File: src/rtl/matrix_pkg.sv
// Shared types and constants for the matrix display path.
// Holds the sequencer FSM encoding, the ASCII characters it emits, and the default dimension limit.
package matrix_pkg;

    localparam int unsigned MAX_DIM_DEFAULT = 5;

    localparam logic [7:0] CH_SPACE = 8'h20;
    localparam logic [7:0] CH_CR    = 8'h0D;
    localparam logic [7:0] CH_LF    = 8'h0A;
    localparam logic [7:0] CH_ZERO  = 8'h30;

    typedef enum logic [2:0] {
        StIdle,
        StRd,
        StRdWait,
        StConv,
        StEmit,
        StAck,
        StWaitTx,
        StNext
    } state_e;

endpackage

File: src/rtl/matrix_tx_sequencer_if.sv
// Bundles the sequencer's control inputs, its storage read port, its UART TX byte port and its status.
// The master side is the sequencer; the slave side is the surrounding logic.
interface matrix_tx_sequencer_if #(
    parameter int unsigned DATA_W = 8,
    parameter int unsigned ADDR_W = 6
);
    logic              start;
    logic [ADDR_W-1:0] base_addr;
    logic [2:0]        rows;
    logic [2:0]        cols;
    logic              mem_rd_en;
    logic [ADDR_W-1:0] mem_rd_addr;
    logic [DATA_W-1:0] mem_rd_data;
    logic [7:0]        tx_data;
    logic              tx_start;
    logic              tx_busy;
    logic              busy;
    logic              done;
    logic              err;

    modport master (
        input  start, base_addr, rows, cols, mem_rd_data, tx_busy,
        output mem_rd_en, mem_rd_addr, tx_data, tx_start, busy, done, err
    );

    modport slave (
        output start, base_addr, rows, cols, mem_rd_data, tx_busy,
        input  mem_rd_en, mem_rd_addr, tx_data, tx_start, busy, done, err
    );
endinterface

File: src/rtl/byte_to_dec_ascii.sv
// Combinational unsigned byte to decimal ASCII converter.
// Always produces all three digit characters; ndigits tells how many are significant (1..3).
module byte_to_dec_ascii
    import matrix_pkg::*;
(
    input  logic [7:0] value,
    output logic [7:0] hundreds,
    output logic [7:0] tens,
    output logic [7:0] ones,
    output logic [1:0] ndigits
);

    logic [7:0] h_val;
    logic [7:0] t_val;
    logic [7:0] o_val;

    always_comb begin
        h_val    = value / 8'd100;
        t_val    = (value / 8'd10) % 8'd10;
        o_val    = value % 8'd10;
        hundreds = CH_ZERO + h_val;
        tens     = CH_ZERO + t_val;
        ones     = CH_ZERO + o_val;
        if (value >= 8'd100) begin
            ndigits = 2'd3;
        end else if (value >= 8'd10) begin
            ndigits = 2'd2;
        end else begin
            ndigits = 2'd1;
        end
    end

endmodule

File: src/rtl/matrix_tx_sequencer.sv
// Streams a stored row-major matrix over the UART TX byte interface as decimal ASCII,
// one element per read, separated by spaces with CR LF at the end of each row.
module matrix_tx_sequencer
    import matrix_pkg::*;
#(
    parameter int unsigned DATA_W  = 8,
    parameter int unsigned ADDR_W  = 6,
    parameter int unsigned MAX_DIM = MAX_DIM_DEFAULT
) (
    input logic                  clk,
    input logic                  rst,
    matrix_tx_sequencer_if.master bus
);

    state_e state_q, state_d;

    logic [ADDR_W-1:0] ptr_q;
    logic [2:0]        r_q, c_q, rows_q, cols_q;
    logic [DATA_W-1:0] elem_q;
    logic [7:0]        dig0_q, dig1_q, dig2_q;
    logic [1:0]        nd_q;
    logic [2:0]        idx_q;
    logic              err_q, done_q;

    logic [7:0] conv_in;
    logic [7:0] conv_h, conv_t, conv_o;
    logic [1:0] conv_nd;
    logic       dims_legal;
    logic       last_col, last_row;
    logic [2:0] nchars;
    logic       more_chars;
    logic [7:0] cur_char;

    assign conv_in = 8'(elem_q);

    byte_to_dec_ascii u_conv (
        .value    (conv_in),
        .hundreds (conv_h),
        .tens     (conv_t),
        .ones     (conv_o),
        .ndigits  (conv_nd)
    );

    assign dims_legal = (bus.rows != 3'd0) && (32'(bus.rows) <= MAX_DIM) &&
                        (bus.cols != 3'd0) && (32'(bus.cols) <= MAX_DIM);
    assign last_col   = (c_q == cols_q - 3'd1);
    assign last_row   = (r_q == rows_q - 3'd1);
    // Digits plus separator: one space, or CR LF at the end of a row.
    assign nchars     = {1'b0, nd_q} + (last_col ? 3'd2 : 3'd1);
    assign more_chars = (idx_q + 3'd1) < nchars;

    always_comb begin
        cur_char = CH_LF;
        if (idx_q < {1'b0, nd_q}) begin
            case (idx_q[1:0])
                2'd0:    cur_char = dig0_q;
                2'd1:    cur_char = dig1_q;
                default: cur_char = dig2_q;
            endcase
        end else if (idx_q == {1'b0, nd_q}) begin
            cur_char = last_col ? CH_CR : CH_SPACE;
        end
    end

    always_ff @(posedge clk or posedge rst) begin
        if (rst) begin
            state_q <= StIdle;
        end else begin
            state_q <= state_d;
        end
    end

    always_comb begin
        state_d = state_q;
        case (state_q)
            StIdle:   if (bus.start && dims_legal) state_d = StRd;
            StRd:     state_d = StRdWait;
            StRdWait: state_d = StConv;
            StConv:   state_d = StEmit;
            StEmit:   state_d = StAck;
            StAck:    state_d = StWaitTx;
            StWaitTx: if (!bus.tx_busy) state_d = StNext;
            StNext: begin
                if (more_chars) begin
                    state_d = StEmit;
                end else if (last_col && last_row) begin
                    state_d = StIdle;
                end else begin
                    state_d = StRd;
                end
            end
            default:  state_d = StIdle;
        endcase
    end

    always_ff @(posedge clk or posedge rst) begin
        if (rst) begin
            ptr_q  <= '0;
            r_q    <= '0;
            c_q    <= '0;
            rows_q <= '0;
            cols_q <= '0;
            elem_q <= '0;
            dig0_q <= '0;
            dig1_q <= '0;
            dig2_q <= '0;
            nd_q   <= '0;
            idx_q  <= '0;
            err_q  <= 1'b0;
            done_q <= 1'b0;
        end else begin
            done_q <= 1'b0;
            case (state_q)
                StIdle: begin
                    if (bus.start) begin
                        if (dims_legal) begin
                            err_q  <= 1'b0;
                            ptr_q  <= bus.base_addr;
                            r_q    <= '0;
                            c_q    <= '0;
                            rows_q <= bus.rows;
                            cols_q <= bus.cols;
                            idx_q  <= '0;
                        end else begin
                            err_q  <= 1'b1;
                            done_q <= 1'b1;
                        end
                    end
                end
                StRdWait: elem_q <= bus.mem_rd_data;
                StConv: begin
                    // Pack significant digits MS-first so idx 0 is always the first char.
                    nd_q <= conv_nd;
                    if (conv_nd == 2'd3) begin
                        dig0_q <= conv_h;
                        dig1_q <= conv_t;
                        dig2_q <= conv_o;
                    end else if (conv_nd == 2'd2) begin
                        dig0_q <= conv_t;
                        dig1_q <= conv_o;
                        dig2_q <= conv_o;
                    end else begin
                        dig0_q <= conv_o;
                        dig1_q <= conv_o;
                        dig2_q <= conv_o;
                    end
                end
                StNext: begin
                    if (more_chars) begin
                        idx_q <= idx_q + 3'd1;
                    end else begin
                        idx_q <= '0;
                        if (last_col && last_row) begin
                            done_q <= 1'b1;
                        end else begin
                            ptr_q <= ptr_q + 1'b1;
                            if (last_col) begin
                                c_q <= '0;
                                r_q <= r_q + 3'd1;
                            end else begin
                                c_q <= c_q + 3'd1;
                            end
                        end
                    end
                end
                default: ;
            endcase
        end
    end

    always_comb begin
        bus.busy        = (state_q != StIdle);
        bus.mem_rd_en   = (state_q == StRd);
        bus.mem_rd_addr = ptr_q;
        bus.tx_start    = (state_q == StEmit);
        bus.tx_data     = (state_q == StEmit) ? cur_char : 8'h00;
        bus.done        = done_q;
        bus.err         = err_q;
    end

endmodule
File: src/flat_wrapper.sv
// flat-port wrapper written by rule: the top's interface ports become plain ports
module matrix_tx_sequencer_flat import matrix_pkg::*;
#(
    parameter int unsigned DATA_W  = 8,
    parameter int unsigned ADDR_W  = 6,
    parameter int unsigned MAX_DIM = MAX_DIM_DEFAULT
)
  (clk, rst, bus_start, bus_base_addr, bus_rows, bus_cols, bus_mem_rd_data, bus_tx_busy, bus_mem_rd_en, bus_mem_rd_addr, bus_tx_data, bus_tx_start, bus_busy, bus_done, bus_err);
  matrix_tx_sequencer_if #(.DATA_W(DATA_W), .ADDR_W(ADDR_W)) bus_i ();
  input logic clk;
  input logic rst;
  input wire logic [$bits(bus_i.start)-1:0] bus_start;
  input wire logic [$bits(bus_i.base_addr)-1:0] bus_base_addr;
  input wire logic [$bits(bus_i.rows)-1:0] bus_rows;
  input wire logic [$bits(bus_i.cols)-1:0] bus_cols;
  input wire logic [$bits(bus_i.mem_rd_data)-1:0] bus_mem_rd_data;
  input wire logic [$bits(bus_i.tx_busy)-1:0] bus_tx_busy;
  output wire logic [$bits(bus_i.mem_rd_en)-1:0] bus_mem_rd_en;
  output wire logic [$bits(bus_i.mem_rd_addr)-1:0] bus_mem_rd_addr;
  output wire logic [$bits(bus_i.tx_data)-1:0] bus_tx_data;
  output wire logic [$bits(bus_i.tx_start)-1:0] bus_tx_start;
  output wire logic [$bits(bus_i.busy)-1:0] bus_busy;
  output wire logic [$bits(bus_i.done)-1:0] bus_done;
  output wire logic [$bits(bus_i.err)-1:0] bus_err;
  assign bus_i.start = bus_start;
  assign bus_i.base_addr = bus_base_addr;
  assign bus_i.rows = bus_rows;
  assign bus_i.cols = bus_cols;
  assign bus_i.mem_rd_data = bus_mem_rd_data;
  assign bus_i.tx_busy = bus_tx_busy;
  assign bus_mem_rd_en = bus_i.mem_rd_en;
  assign bus_mem_rd_addr = bus_i.mem_rd_addr;
  assign bus_tx_data = bus_i.tx_data;
  assign bus_tx_start = bus_i.tx_start;
  assign bus_busy = bus_i.busy;
  assign bus_done = bus_i.done;
  assign bus_err = bus_i.err;
  matrix_tx_sequencer #(.DATA_W(DATA_W), .ADDR_W(ADDR_W), .MAX_DIM(MAX_DIM)) u_core (.clk(clk), .rst(rst), .bus(bus_i));
endmodule
File: config.mk
export PLATFORM = sky130hd
export DESIGN_NAME = matrix_tx_sequencer_flat
export DESIGN_NICKNAME = d
export VERILOG_FILES = /design/src/rtl/matrix_pkg.sv /design/src/rtl/matrix_tx_sequencer_if.sv /design/src/rtl/byte_to_dec_ascii.sv /design/src/rtl/matrix_tx_sequencer.sv /design/src/flat_wrapper.sv
export SDC_FILE = /design/constraint.sdc
export NUM_CORES = 1
export LEC_CHECK = 0
export BUFFER_PORTS_ARGS = -buffer_cell sky130_fd_sc_hd__buf_2
export CORE_MARGIN = 4
export CORE_UTILIZATION = 50
export DETAILED_ROUTE_END_ITERATION = 8
export PLACE_DENSITY = 0.78
export SKIP_CTS_REPAIR_TIMING = 1
export SYNTH_ARGS = -nofsm -noshare
export SYNTH_HDL_FRONTEND = slang
export SYNTH_HIERARCHICAL = 1
export SYNTH_SLANG_ARGS = --single-unit
File: constraint.sdc
create_clock -name clk -period 4.9 [get_ports clk]
set_input_delay 0.245 -clock clk [delete_from_list [all_inputs] [get_ports clk]]
set_output_delay 0.245 -clock clk [all_outputs]
set_load 0.01 [all_outputs]
==> metrics.md, run 1 <==
| Metric | Value |
|---|---|
| Synthesized cell area | `~4600 sq um` |
| YS warnings | `6` |
| Final setup fails | `0` |
| Crit Reg-Reg Startpoint | `u_core/conv_in[3]$_DFFE_PP0P_` |
| Worst-margin pin slew | `between 0.9 and 1 ns` |
| GRT Resource Usage Total | `20.2%` |
| GP Congestion | `roughly 0.86` |
| Min Clock Period, post-route | `between 4 and 5 ns` |
| CTS root buf | `clkbuf_8` |
| Via count | `between 3000 and 4000` |
| Cts bufs inserted | `9` |
| FF+latch count, synth | `60` |
| Gate Count Post-Synth | `a little over 500` |
| Clk_lat worst skew | `0.34 ns` |
| Critical Setup Path Class | `reg -> reg` |
| Total I/O pin count | `43` |
| Max-slew violations | `0` |
| Initial DRT Pass Iterations | `4` |
| Worst slew margin | `a little under two fifths` |
| Post-synth EDFFs | `0` |
| DRT iter0 DRCs | `around 260` |
| CTS HTree Levels | `3` |
| Crit path from | `u_core/conv_in[3]$_DFFE_PP0P_` |
| Worst hold path type | `in -> async` |
| Die area | `between 10000 and 15000 sq um` |
| Max-cap viol count | `0` |
| Register area share after synthesis | `about 32%` |
| Placeable Area | `8890 sq um` |
| IO Port Bufs | `42` |
| Vias per cell | `between 5 and 6` |
| Syn Area/Cell | `roughly 9 sq um` |
| FP Rows | `34` |
| R2r worst-path depth | `19` |
| Die Span Y | `104 microns` |
| Clock Tree Buf Depth | `2` |
| Pre-CTS setup slack | `between 0.4 and 0.5 ns` |
| Layout area overhead | `7.56%` |
| Run status | `completed` |
| Share of layout cells above drive strength 1 | `between 20% and 30%` |
| CTS clk-pin slew, worst paths | `about 0.07 ns` |
| Antenna violations before repair | `0` |
| Residual DRC count | `0` |
| Final net count | `between 500 and 600` |
| Final setup margin | `0.450 ns` |
| Crit share post-route | `90.8%` |
| Diode count | `0` |
| Startpoint types | `register` |
| TritonCTS clock tree | `built` |
| Worst R2R Setup Slack | `between 0.4 and 0.5 ns` |
| Non-filler instance count after layout | `about 660` |
| Arrival time at the worst endpoint | `4.70 ns` |
| Clock skew | `just over 0.009 ns` |
| FMAX | `~220 MHz` |
| First-pass GRT wire length | `roughly 18000 microns` |
| WL final | `10600 microns` |
| Synth cell types | `between 90 and 100` |
| DP HPWL | `approximately 7600 microns` |
| Crit end category | `register` |
| Placed cells | `~640` |
| Async SR Flop Fraction | `100%` |
| Crit path max fanout | `19` |
| Hold Vio Cnt, Final | `0` |
| RSZ-0062 raised after global routing | `false` |
| Vias in the first global route | `between 3000 and 4000` |
| Predominant post-synthesis flop cell | `dfrtp_1` |
| Total Neg Setup Slack | `0 ns` |
| Critical Path RT | `between 5 and 6 ns` |
| Grt ovf | `0` |
| ANT nets after route | `0` |
| Initial core utilization | `approximately 52%` |
| Total clock sinks | `60` |
| Pin count of the biggest net entering global routing | `61` |
| Wire per inst | `~16 microns` |
| Die X | `about 100 microns` |
worst max-delay path, cell delays in order (launching register included):
cell	delay (ns)
dfrtp_1	0.59
or3_4	0.48
o22ai_1	0.14
o21bai_2	0.25
inv_1	0.17
ha_1	0.26
and3_1	0.23
a31oi_4	0.25
xnor2_1	0.22
inv_1	0.11
ha_1	0.22
o21ai_0	0.19
nand4_1	0.12
ha_1	0.25
a21o_1	0.18
a311oi_2	0.29
mux2i_1	0.11
nand2_1	0.08
o21ai_0	0.07
o21ai_0	0.15
cell families after synthesis:
logic type	count (synthesis)	synth area share, %
buffers and inverters	65	7.50
adders and majority gates	20	5.56
AOI/OAI and AO/OA	131	21.0
muxes	41	9.50
xor gates and xnor gates	17	3.81
DFF	60	32.4
and+or+nand+nor	181	20.1
other	2	0.162
layout make-up:
type / instances / area (sq um)
inverters: 27 / 103
well taps: 108 / 135
repair buffers: 44 / 225
clock buffers: 12 / 155
multi-input cells: 400 / 2820
fillers: 803 / 3910
flip-flops and latches: 60 / 1500
clock inverters: 4 / 47.5
cells in the mapped netlist, drive strengths merged (6+ instances only):
cell type / number / area share, %
nand2: 85 / 7.0
dfrtp: 60 / 32
o21ai: 50 / 5.5
buf: 30 / 4.6
inv: 26 / 2.1
nor2: 23 / 2.0
mux2: 21 / 5.2
mux2i: 20 / 4.3
ha: 19 / 5.1
a21oi: 16 / 2.1
nand3: 14 / 1.7
a22oi: 11 / 1.8
or2: 9 / 1.3
xor2: 9 / 1.7
clkbuf: 8 / 0.65
nand4: 8 / 1.1
nor3: 6 / 0.76
xnor2: 6 / 1.1
routing by layer:
metal / track usage (%) / part of all wire, % / up-vias
met5: 0 / 0 / -
met4: 5.89 / 1.2 / 0
met3: 3.23 / 4.9 / 9
met2: 33.3 / 49 / 109
met1: 27.4 / 45 / 1836
li1: - / - / 1885
state kept, by name, summed over array words and instances (netlist names):
register	cells
u_core/bus.done	1
u_core/nd_q	2
u_core/rows_q	3
u_core/cols_q	3
u_core/conv_in	8
u_core/dig0_q	8
u_core/dig1_q	8
u_core/c_q	3
u_core/bus.mem_rd_addr	6
u_core/r_q	3
u_core/state_q	3
u_core/idx_q	3
u_core/dig2_q	8
u_core/bus.err	1
cells in the final DEF (no fill, tap or decap), drive strengths merged, types with 4 or more instances in the layout:
cell type | synthesis | routed
nand2 | 85 | 85
dfrtp | 60 | 60
o21ai | 50 | 50
buf | 30 | 44
inv | 26 | 26
nor2 | 23 | 23
mux2 | 21 | 21
mux2i | 20 | 20
ha | 19 | 19
a21oi | 16 | 16
nand3 | 14 | 14
clkbuf | 8 | 12
a22oi | 11 | 11
conb | 2 | 10
xor2 | 9 | 9
or2 | 9 | 9
nand4 | 8 | 8
xnor2 | 6 | 6
nor3 | 6 | 6
nand3b | 5 | 5
o22ai | 5 | 5
a211oi | 5 | 5
nand2b | 4 | 4
a31oi | 4 | 4
o211ai | 4 | 4
stage by stage:
stage | util (%) | instance area, sq um | hold WS, ns
3_3_place_gp | 53.8 | 4780 | 0.463
3_5_place_dp | 53.8 | 4780 | 0.470
6_report | 56.1 | 4990 | 0.125
4_1_cts | 56.1 | 4980 | 0.114
2_1_floorplan | - | 4670 | 0.350
5_1_grt | 56.1 | 4990 | 0.128
path summary, 6_finish.rpt:
| check | end |
|---|---|
| max in group asynchronous | u_core/conv_in[6]$_DFFE_PP0P_ |
| min in group clk | u_core/cols_q[2]$_DFFE_PP0P_ |
| setup reg to reg | u_core/dig0_q[6]$_DFFE_PP0N_ |
| setup / recovery | u_core/dig0_q[6]$_DFFE_PP0N_ |
| hold reg to reg | u_core/dig0_q[2]$_DFFE_PP0N_ |
| hold / removal | u_core/cols_q[0]$_DFFE_PP0P_ |
Power of run 1 is left out: the tool's default activity adds up to more than one toggle a clock period on the data nets, which glitch-free logic cannot reach.
==> run 2: changes to the inputs <==
CORE_UTILIZATION = 40   (was 50)
PLACE_DENSITY = 0.69   (was 0.78)
clock period = 3.95 ns   (was 4.9 ns; I/O delays follow)
==> metrics.md, run 2 (synthesized netlist as in run 1, its figures left out) <==
| Metric | Value |
|---|---|
| Run status | `completed` |
| Vias per cell | `5.56 (-5.2%)` |
| FP Rows | `39 (+15%)` |
| Critical Setup Path Class | `reg -> reg` |
| Total clock sinks | `60 (unchanged)` |
| ANT nets after route | `0 (unchanged)` |
| Final setup margin | `0.185 ns (-0.265 ns)` |
| Clk_lat worst skew | `0.33 ns (about the same)` |
| CTS clk-pin slew, worst paths | `0.05 ns (-0.02 ns)` |
| Hold Vio Cnt, Final | `0 (unchanged)` |
| Initial core utilization | `40.8% (-11 points)` |
| Wire per inst | `15.7 microns (-2.7%)` |
| Crit end category | `register` |
| Worst-margin pin slew | `1.21 ns (+0.283 ns)` |
| FMAX | `266 MHz (+18%)` |
| Vias in the first global route | `3951 (+2.9%)` |
| Diode count | `0 (unchanged)` |
| DP HPWL | `8180 microns (+8.0%)` |
| Crit Reg-Reg Startpoint | `u_core/conv_in[5]$_DFFE_PP0P_` |
| Max-cap viol count | `0 (unchanged)` |
| Hold Crit Depth | `3` |
| Worst R2R Setup Slack | `0.19 ns (-0.27 ns)` |
| Share of layout cells above drive strength 1 | `30.2% (+8.6 points)` |
| Worst Hold End | `u_core/cols_q[2]$_DFFE_PP0P_` |
| Final setup fails | `0 (unchanged)` |
| Commonest non-fill, non-tap cell in the layout | `nand2_1` |
| First-pass GRT wire length | `18400 microns (-0.15%)` |
| Die area | `13400 sq um (+23%)` |
| Startpoint types | `register` |
| Commonest non-fill, non-tap cells in the layout | `nand2_1, dfrtp_1, buf_2` |
| DRT iter0 DRCs | `259 (-0.77%)` |
| Placeable Area | `11400 sq um (+28%)` |
| Worst slew margin | `19.4% (-19 points)` |
| Arrival time at the worst endpoint | `4.02 ns (-0.68 ns)` |
| Critical Path RT | `4.20 ns (-0.95 ns)` |
| Layout area overhead | `20.6%` |
| Crit path max fanout | `10 (-9)` |
| Clock Tree Buf Depth | `2 (unchanged)` |
| Initial DRT Pass Iterations | `4 (unchanged)` |
| WL final | `11500 microns (+9.4%)` |
| Die Span Y | `116 microns (+11%)` |
| Hold Startpoint | `bus_cols[2]` |
| Max-slew violations | `0 (unchanged)` |
| Worst hold path type | `in -> reg` |
| CTS root buf | `clkbuf_16` |
| Crit share post-route | `95.3% (+4.5 points)` |
| Pin count of the biggest net entering global routing | `39 (-36%)` |
| Final net count | `632 (+7.8%)` |
| GP Congestion | `0.878 (+2.3%)` |
| Cts bufs inserted | `9 (unchanged)` |
| Antenna violations before repair | `0 (unchanged)` |
| Pre-CTS setup slack | `-0.0173 ns (-0.475 ns)` |
| GRT Resource Usage Total | `16.9% (-3.3 points)` |
| Die X | `116 microns (+11%)` |
| IO Port Bufs | `42 (unchanged)` |
| CTS HTree Levels | `3 (unchanged)` |
| Grt ovf | `0 (unchanged)` |
| FF-to-FF End | `u_core/dig0_q[6]$_DFFE_PP0N_` |
| Via count | `4090 (+6.5%)` |
| TritonCTS clock tree | `built` |
| Total I/O pin count | `43 (unchanged)` |
| Fill count | `1038 (+29%)` |
| Residual DRC count | `0 (unchanged)` |
| Clock skew | `0.00418 ns (-0.00500 ns)` |
| Min Clock Period, post-route | `3.76 ns (-0.685 ns)` |
| R2r worst-path depth | `21 (+2)` |
[run 2: cell types whose count changed in the layout (fill, tap and decap cells not counted), sizes merged]
cell and change:
inv +1, bufinv -1, dlygate4sd3 +1, clkinv -1, clkbuf +2, buf +45
clkinvlp -1
[run 2: per-stage QoR]
stage / cells / TNS [ns] / cell area (sq um) / util, % / hold WS (ns)
5_1_grt: 736 / -0.0672 / 5590 / 49.2 / 0.107
3_5_place_dp: 694 / -0.0173 / 4990 / 43.9 / 0.257
6_report: 736 / 0 / 5590 / 49.2 / 0.0995
3_3_place_gp: 694 / 0 / 4990 / 43.9 / 0.245
2_1_floorplan: 525 / 0 / 4670 / - / 0.303
4_1_cts: 710 / -0.0382 / 5250 / 46.2 / -0.0873
[run 2: final cells by class]
type | count | area, sq um | share of cell area, %
Sequential cell | 60 | 1510 | 27.0
Clock inverter | 2 | 10.0 | 0.179
Tap cell | 143 | 179 | 3.20
Multi-Input combinational cell | 400 | 2930 | 52.4
Timing Repair Buffer | 90 | 604 | 10.8
Clock buffer | 14 | 254 | 4.54
Inverter | 27 | 104 | 1.86
[run 2: critical path: stages, from the launching register on]
cell	delay (ns)
dfrtp_2	0.44
buf_6	0.15
and2b_1	0.20
a21oi_2	0.07
a211oi_4	0.28
buf_4	0.18
nand2_4	0.08
inv_4	0.10
buf_12	0.12
o221a_4	0.18
o211ai_4	0.09
o21bai_4	0.19
or2_4	0.27
mux2i_2	0.21
ha_2	0.25
nor3_1	0.06
a21o_1	0.17
a311oi_2	0.23
mux2i_1	0.11
nand2_1	0.07
o21ai_0	0.08
o21ai_1	0.13
[run 2: layer usage]
layer | vias to the layer above | part of all wire, % | track usage (%)
met2 | 105 | 48 | 28.4
met5 | - | 0 | 0
met1 | 1965 | 45 | 21.6
li1 | 1986 | - | -
met3 | 34 | 4.1 | 2.66
met4 | 0 | 3.1 | 7.19
[run 2: how the worst max path moves through the flow]
stage,startpoint,endpoint,slack [ns],cells past startpoint
2_1_floorplan,u_core/conv_in[3]$_DFFE_PP0P_,u_core/dig0_q[6]$_DFFE_PP0N_,0.15,20
3_3_place_gp,u_core/conv_in[5]$_DFFE_PP0P_,u_core/dig0_q[6]$_DFFE_PP0N_,0.13,19
3_5_place_dp,u_core/conv_in[4]$_DFFE_PP0P_,u_core/dig0_q[6]$_DFFE_PP0N_,-0.02,19
4_1_cts,u_core/conv_in[4]$_DFFE_PP0P_,u_core/dig0_q[6]$_DFFE_PP0N_,-0.04,19
5_1_grt,u_core/conv_in[3]$_DFFE_PP0P_,u_core/dig0_q[6]$_DFFE_PP0N_,-0.07,22
6_report,u_core/conv_in[5]$_DFFE_PP0P_,u_core/dig0_q[6]$_DFFE_PP0N_,0.19,21
Power of run 2 is left out for the same reason.
